### src/rtl/banked_burst_ram.sv
// Banked synchronous RAM with a single command port and multi-beat bursts.
// Bursts auto-increment the word address across bank boundaries, wrapping at the top of memory.
module banked_burst_ram #(
  parameter int ADDR_WIDTH = 8,
  parameter int DATA_WIDTH = 8,
  parameter int BANK_BITS  = 2,
  parameter int LEN_WIDTH  = 4
) (
  input  logic                      clk,
  input  logic                      rstn,
  input  logic                      cmd_valid,
  output logic                      cmd_ready,
  input  logic                      cmd_we,
  input  logic [ADDR_WIDTH-1:0]     cmd_addr,
  input  logic [LEN_WIDTH-1:0]      cmd_len,
  input  logic [DATA_WIDTH-1:0]     wdata,
  input  logic                      wdata_valid,
  output logic                      wdata_ready,
  output logic [DATA_WIDTH-1:0]     rdata,
  output logic                      rdata_valid,
  output logic [(1<<BANK_BITS)-1:0] bank_sel,
  output logic                      busy
);

  localparam int NUM_BANKS = 1 << BANK_BITS;
  localparam int ROW_BITS  = ADDR_WIDTH - BANK_BITS;
  localparam int ROWS      = 1 << ROW_BITS;

  typedef enum logic [1:0] {
    ST_IDLE = 2'd0,
    ST_WR   = 2'd1,
    ST_RD   = 2'd2
  } state_t;

  state_t                  state_r;
  state_t                  state_nxt_s;
  logic [ADDR_WIDTH-1:0]   cur_addr_r;
  logic [LEN_WIDTH-1:0]    remaining_r;
  logic                    cmd_fire_s;
  logic                    wr_fire_s;
  logic                    rd_issue_s;
  logic                    last_beat_s;
  logic [BANK_BITS-1:0]    bank_s;
  logic [ROW_BITS-1:0]     row_s;

  logic [DATA_WIDTH-1:0]   mem_r [NUM_BANKS][ROWS];

  assign bank_s      = cur_addr_r[ADDR_WIDTH-1 -: BANK_BITS];
  assign row_s       = cur_addr_r[ROW_BITS-1:0];
  assign last_beat_s = (remaining_r == {LEN_WIDTH{1'b0}});

  // Next-state decode, handshake outputs and per-cycle bank enable
  always_comb begin
    state_nxt_s = state_r;
    cmd_ready   = 1'b0;
    wdata_ready = 1'b0;
    busy        = 1'b0;
    cmd_fire_s  = 1'b0;
    wr_fire_s   = 1'b0;
    rd_issue_s  = 1'b0;
    bank_sel    = {NUM_BANKS{1'b0}};
    case (state_r)
      ST_IDLE: begin
        cmd_ready  = 1'b1;
        cmd_fire_s = cmd_valid;
        if (cmd_valid) begin
          state_nxt_s = cmd_we ? ST_WR : ST_RD;
        end else begin
          state_nxt_s = ST_IDLE;
        end
      end
      ST_WR: begin
        wdata_ready = 1'b1;
        busy        = 1'b1;
        wr_fire_s   = wdata_valid;
        if (wdata_valid && last_beat_s) begin
          state_nxt_s = ST_IDLE;
        end else begin
          state_nxt_s = ST_WR;
        end
      end
      ST_RD: begin
        busy       = 1'b1;
        rd_issue_s = 1'b1;
        if (last_beat_s) begin
          state_nxt_s = ST_IDLE;
        end else begin
          state_nxt_s = ST_RD;
        end
      end
      default: begin
        state_nxt_s = ST_IDLE;
      end
    endcase
    if (wr_fire_s || rd_issue_s) begin
      bank_sel = NUM_BANKS'(1'b1) << bank_s;
    end else begin
      bank_sel = {NUM_BANKS{1'b0}};
    end
  end

  // State, burst address/count and registered read port
  always_ff @(posedge clk) begin
    if (!rstn) begin
      state_r     <= ST_IDLE;
      cur_addr_r  <= {ADDR_WIDTH{1'b0}};
      remaining_r <= {LEN_WIDTH{1'b0}};
      rdata_valid <= 1'b0;
      rdata       <= {DATA_WIDTH{1'b0}};
    end else begin
      state_r     <= state_nxt_s;
      rdata_valid <= rd_issue_s;
      if (rd_issue_s) begin
        rdata <= mem_r[bank_s][row_s];
      end
      if (cmd_fire_s) begin
        cur_addr_r  <= cmd_addr;
        remaining_r <= cmd_len;
      end else if (wr_fire_s || rd_issue_s) begin
        // remaining underflows on the last beat, but it is reloaded before reuse
        cur_addr_r  <= cur_addr_r + ADDR_WIDTH'(1);
        remaining_r <= remaining_r - LEN_WIDTH'(1);
      end
    end
  end

  // Storage array; contents survive reset, writes are suppressed while reset is held
  always_ff @(posedge clk) begin
    if (wr_fire_s && rstn) begin
      mem_r[bank_s][row_s] <= wdata;
    end
  end

endmodule
### config.mk
export PLATFORM = sky130hd
export DESIGN_NAME = banked_burst_ram
export DESIGN_NICKNAME = d
export VERILOG_FILES = /design/src/rtl/banked_burst_ram.sv
export SDC_FILE = /design/constraint.sdc
export NUM_CORES = 2
export LEC_CHECK = 0
export ABC_AREA = 1
export CORE_MARGIN = 8
export CORE_UTILIZATION = 60
export DETAILED_ROUTE_END_ITERATION = 7
export PLACE_DENSITY_LB_ADDON = 0.25
export SLEW_MARGIN = 5
export SYNTH_ARGS = -nofsm -noshare
export SYNTH_HDL_FRONTEND = slang
export SYNTH_SLANG_ARGS = --single-unit
### constraint.sdc
create_clock -name clk -period 2.7 [get_ports clk]
set_clock_uncertainty 0.15 [all_clocks]
set_input_delay 0.405 -clock clk [delete_from_list [all_inputs] [get_ports clk]]
set_output_delay 0.405 -clock clk [all_outputs]
set_load 0.01 [all_outputs]
==> impl_results.md <==
* Most frequent CP cell: nand2_1
* RD Place Congestion at 0.928
* Final setup fails at 0
* I/O pins at 41
* CP required at 3280 ps
* Hold path endpoint: state_r[0]
* Xor-xnor portion of the synthesized cell area at 0.0000995
* Initial antenna violation count at 3
* Synth Net Count at 8484
* Slew Viols, Final at 0
* Site Rows at 140
* Post-Route WL at 236000 um
* 1st-pass router iterations at 6
* Placed cells at 10600
* Main synth FF type: edfxtp_1
* Type of the worst min-delay path: primary input to flop
* DR DRC count at 0
* Routed WL per cell at 21.5 um
* Critical Path Start Type: flop
* DP HPWL at 143000 um
* Slowest CP cell: dfxtp_4
* Yosys top cell by area: edfxtp_1
* Share of cells above drive strength 1 at 0.115
* Starting Density at 0.604
* Worst-Skew Late Latency at 830 ps
* H-tree depth at 4
* Yosys warning count at 0
* Post-route ant nets at 0
* Total gr overflow at 0
* Non-Filler Instances at 11000
* Gr usage total at 0.290
* Yosys top cell area share at 0.699
* DIE WIDTH at 399 um
* Synth Instances at 8452
* Fmax at 375 MHz
* TritonCTS clock tree: done
* Nets@finish at 8950
* Synth Area in Simple Gates at 0.205
* Worst Max-Slew Pin Slew at 738 ps
* Buf+Inv Stages, Crit Path at 6
* Unrepaired setup endpoints after global routing: true
* Hold path depth at 3
* Relative slew slack at 0.508
* Starting DRC count in detailed routing at 8693
* Crit-path max cell delay at 370 ps
* Mux contribution to synthesized area at 0
* Hold Crit Start: cmd_we
* Minimum clock period at 2670 ps
* Adder-Cell Fraction of Synth Area at 0.000995
* IO buf count at 40
* First-pass GRT wire length at 352000 um
* Synth top area cells: edfxtp_1 70%, nand2_1 14%, nor2_1 4.1%
* Max-cap violations at 0
* Unique masters post-synth at 36
* Max clock buf depth at 3
* Post-synthesis sequential area ratio at 0.704
* Reg2Reg Setup Slack at 30 ps
* Synth Area in Compound Gates at 0.0323
* Vias in the first global route at 60400
* Period Utilization, post-route at 0.989
* Crit-path leading delay family: simple AND/OR/NAND/NOR gates
* EDFF count, synth at 2048
* Run status: finished clean
* Endpoints failing hold at 0
* Root Buffer: clkbuf_16
* RR Endpoint: rdata[7]
* Leak pwr at 41.7 nW
* CP Max Fanout at 10
* Die Ht at 399 um
* CP Capture Type: flop
* Avg Inst Size Synth at 10.4 um2
* Via-to-Cell Ratio at 5.66
* Cell Chain, Critical Path: buf_12 > buf_12 > buf_6 > buf_16 > buf_4 > nand2_1 > nand3_1 > nand2_1 > nand2_1 > nand2_1 > nor2_2 > nand2_1 > nand2_1 > nand2_1 > nor2_1 > nand3_1 > nand2_1 > inv_1
* Synth Register Bits at 2073
* Synthesized area at 0.0880 mm2
* Total power draw at 0.0710 W
* Full die area at 0.159 mm2
* Area growth syn-to-layout at 16.1%
* Ys async rst share at 0
* Num CTS Buffers at 198
* Core area at 0.146 mm2
* Via count at 62200
* Largest net degree at the start of global routing at 92
* FF-to-FF path depth at 18
* Crit Path Category: flop to flop
* Arrival @ worst endpoint at 3250 ps
* Peak VDD IR at 0.704 mV
* Clock Pin Slew Worst Setup and Hold Paths at 60 ps
* CTS sink count at 2073
* P per Cell Area at 695 mW/mm2
* Largest family of logic cells by synthesized area: simple AND/OR/NAND/NOR gates
metal layers:
metal | vias up | global-route usage | part of all wire | routed length, um
met4 | 0 | 0.110 | 0.040 | 9450
met1 | 29500 | 0.392 | 0.38 | 89200
met2 | 3632 | 0.471 | 0.47 | 111000
met5 | - | 0 | 0 | 0
li1 | 28500 | - | - | -
met3 | 551 | 0.0555 | 0.11 | 26600
synthesized netlist by cell type (16+ instances only):
| library cell | n |
|---|---|
| a21oi_1 | 48 |
| o21ai_0 | 440 |
| buf_4 | 27 |
| edfxtp_1 | 2048 |
| dfxtp_1 | 25 |
| buf_2 | 186 |
| buf_1 | 37 |
| buf_6 | 38 |
| nand3_1 | 428 |
| o22ai_1 | 16 |
| inv_1 | 736 |
| nor2_1 | 967 |
| o21ai_1 | 31 |
| nand2_1 | 3219 |
| clkbuf_1 | 150 |
flip-flops by register name, indices dropped and copies added, names as in the netlist, named ones only:
name	count
mem_r	2048
state_r	2
remaining_r	4
cur_addr_r	8
rdata	8
rdata_valid	1
stage by stage:
stage / hold WS [ps] / setup TNS [ps] / setup WS [ps] / util / instance area [um2]
6_report: 152 / 0 / 30.7 / 0.701 / 102000
2_1_floorplan: 308 / 0 / 132 / - / 88000
3_5_place_dp: 333 / -195610 / -393 / 0.651 / 94900
3_3_place_gp: 322 / -134300 / -357 / 0.651 / 94900
5_1_grt: 165 / -157 / -88.9 / 0.701 / 102000
4_1_cts: 100 / -1.97 / -1.97 / 0.696 / 101000
placed cells by master (no fill, tap or decap), types with 4 or more instances in the layout:
cell type,count
a211oi_1,6
a21oi_1,48
buf_12,111
buf_16,7
buf_4,521
buf_6,5
buf_8,8
bufinv_16,21
clkbuf_1,43
clkbuf_16,210
clkdlybuf4s50_1,28
clkinv_1,43
clkinv_2,28
clkinv_8,6
clkinvlp_4,8
dfxtp_1,20
dlygate4sd3_1,10
edfxtp_1,2048
ha_1,5
inv_1,734
inv_16,5
nand2_1,3196
nand2_2,22
nand3_1,417
nand3_2,11
nor2_1,930
nor2_2,31
nor2_4,7
nor3_1,4
nor3_2,5
nor3_4,5
o21ai_0,438
o21ai_1,33
o22ai_1,16
worst max-delay path by stage:
stage | startpoint | end | depth (start not counted)
2_1_floorplan | state_r[1] | mem_r[0][100] | 9
3_3_place_gp | wdata_valid | mem_r[1][492] | 11
3_5_place_dp | wdata_valid | mem_r[1][488] | 11
4_1_cts | flop | rdata[2] | 16
5_1_grt | flop | rdata[0] | 17
6_report | flop | rdata[7] | 18
logic make-up (layout without fill, tap and decap cells):
group | after synthesis | count (layout)
simple gates | 4637 | 4637
flops | 2073 | 2073
buf+inv | 1180 | 1805
compound gates | 554 | 554
fa+ha+maj | 7 | 7
xor+xnor | 1 | 1
other cells | 0 | 2
repair_timing:
item / 4_1_cts / 5_1_grt
hold buffers: 10 / 0
buffers inserted: 2 / 5
gates cloned: 0 / 12
resized for setup: 19 / 94
hold endpoints to repair: 334 / 0
pin swaps: 0 / 5
endpoints found under the setup margin: 56 / 610
power by group:
part           internal [W]  switching, W
clock network        0.0157        0.0118
registers            0.0354     0.0000679
logic               0.00244       0.00562
area by class of cell:
cell class	count	area [um2]
Clock inverter	113	1210
Multi-Input combinational cell	5199	21300
Tap cell	1917	2400
Clock buffer	246	5210
Fill cell	10000	43600
Sequential cell	2073	62000
Timing Repair Buffer	704	7170
Inverter	740	2820
Timing Repair inverter	2	27.5
Antenna cell	2	5.00
tightest hold or removal path: stages:
cell and delay (ps):
clkdlybuf4s50_1 430, a22oi_1 200, nor3_1 60
(Power assumes the default switching activity.)
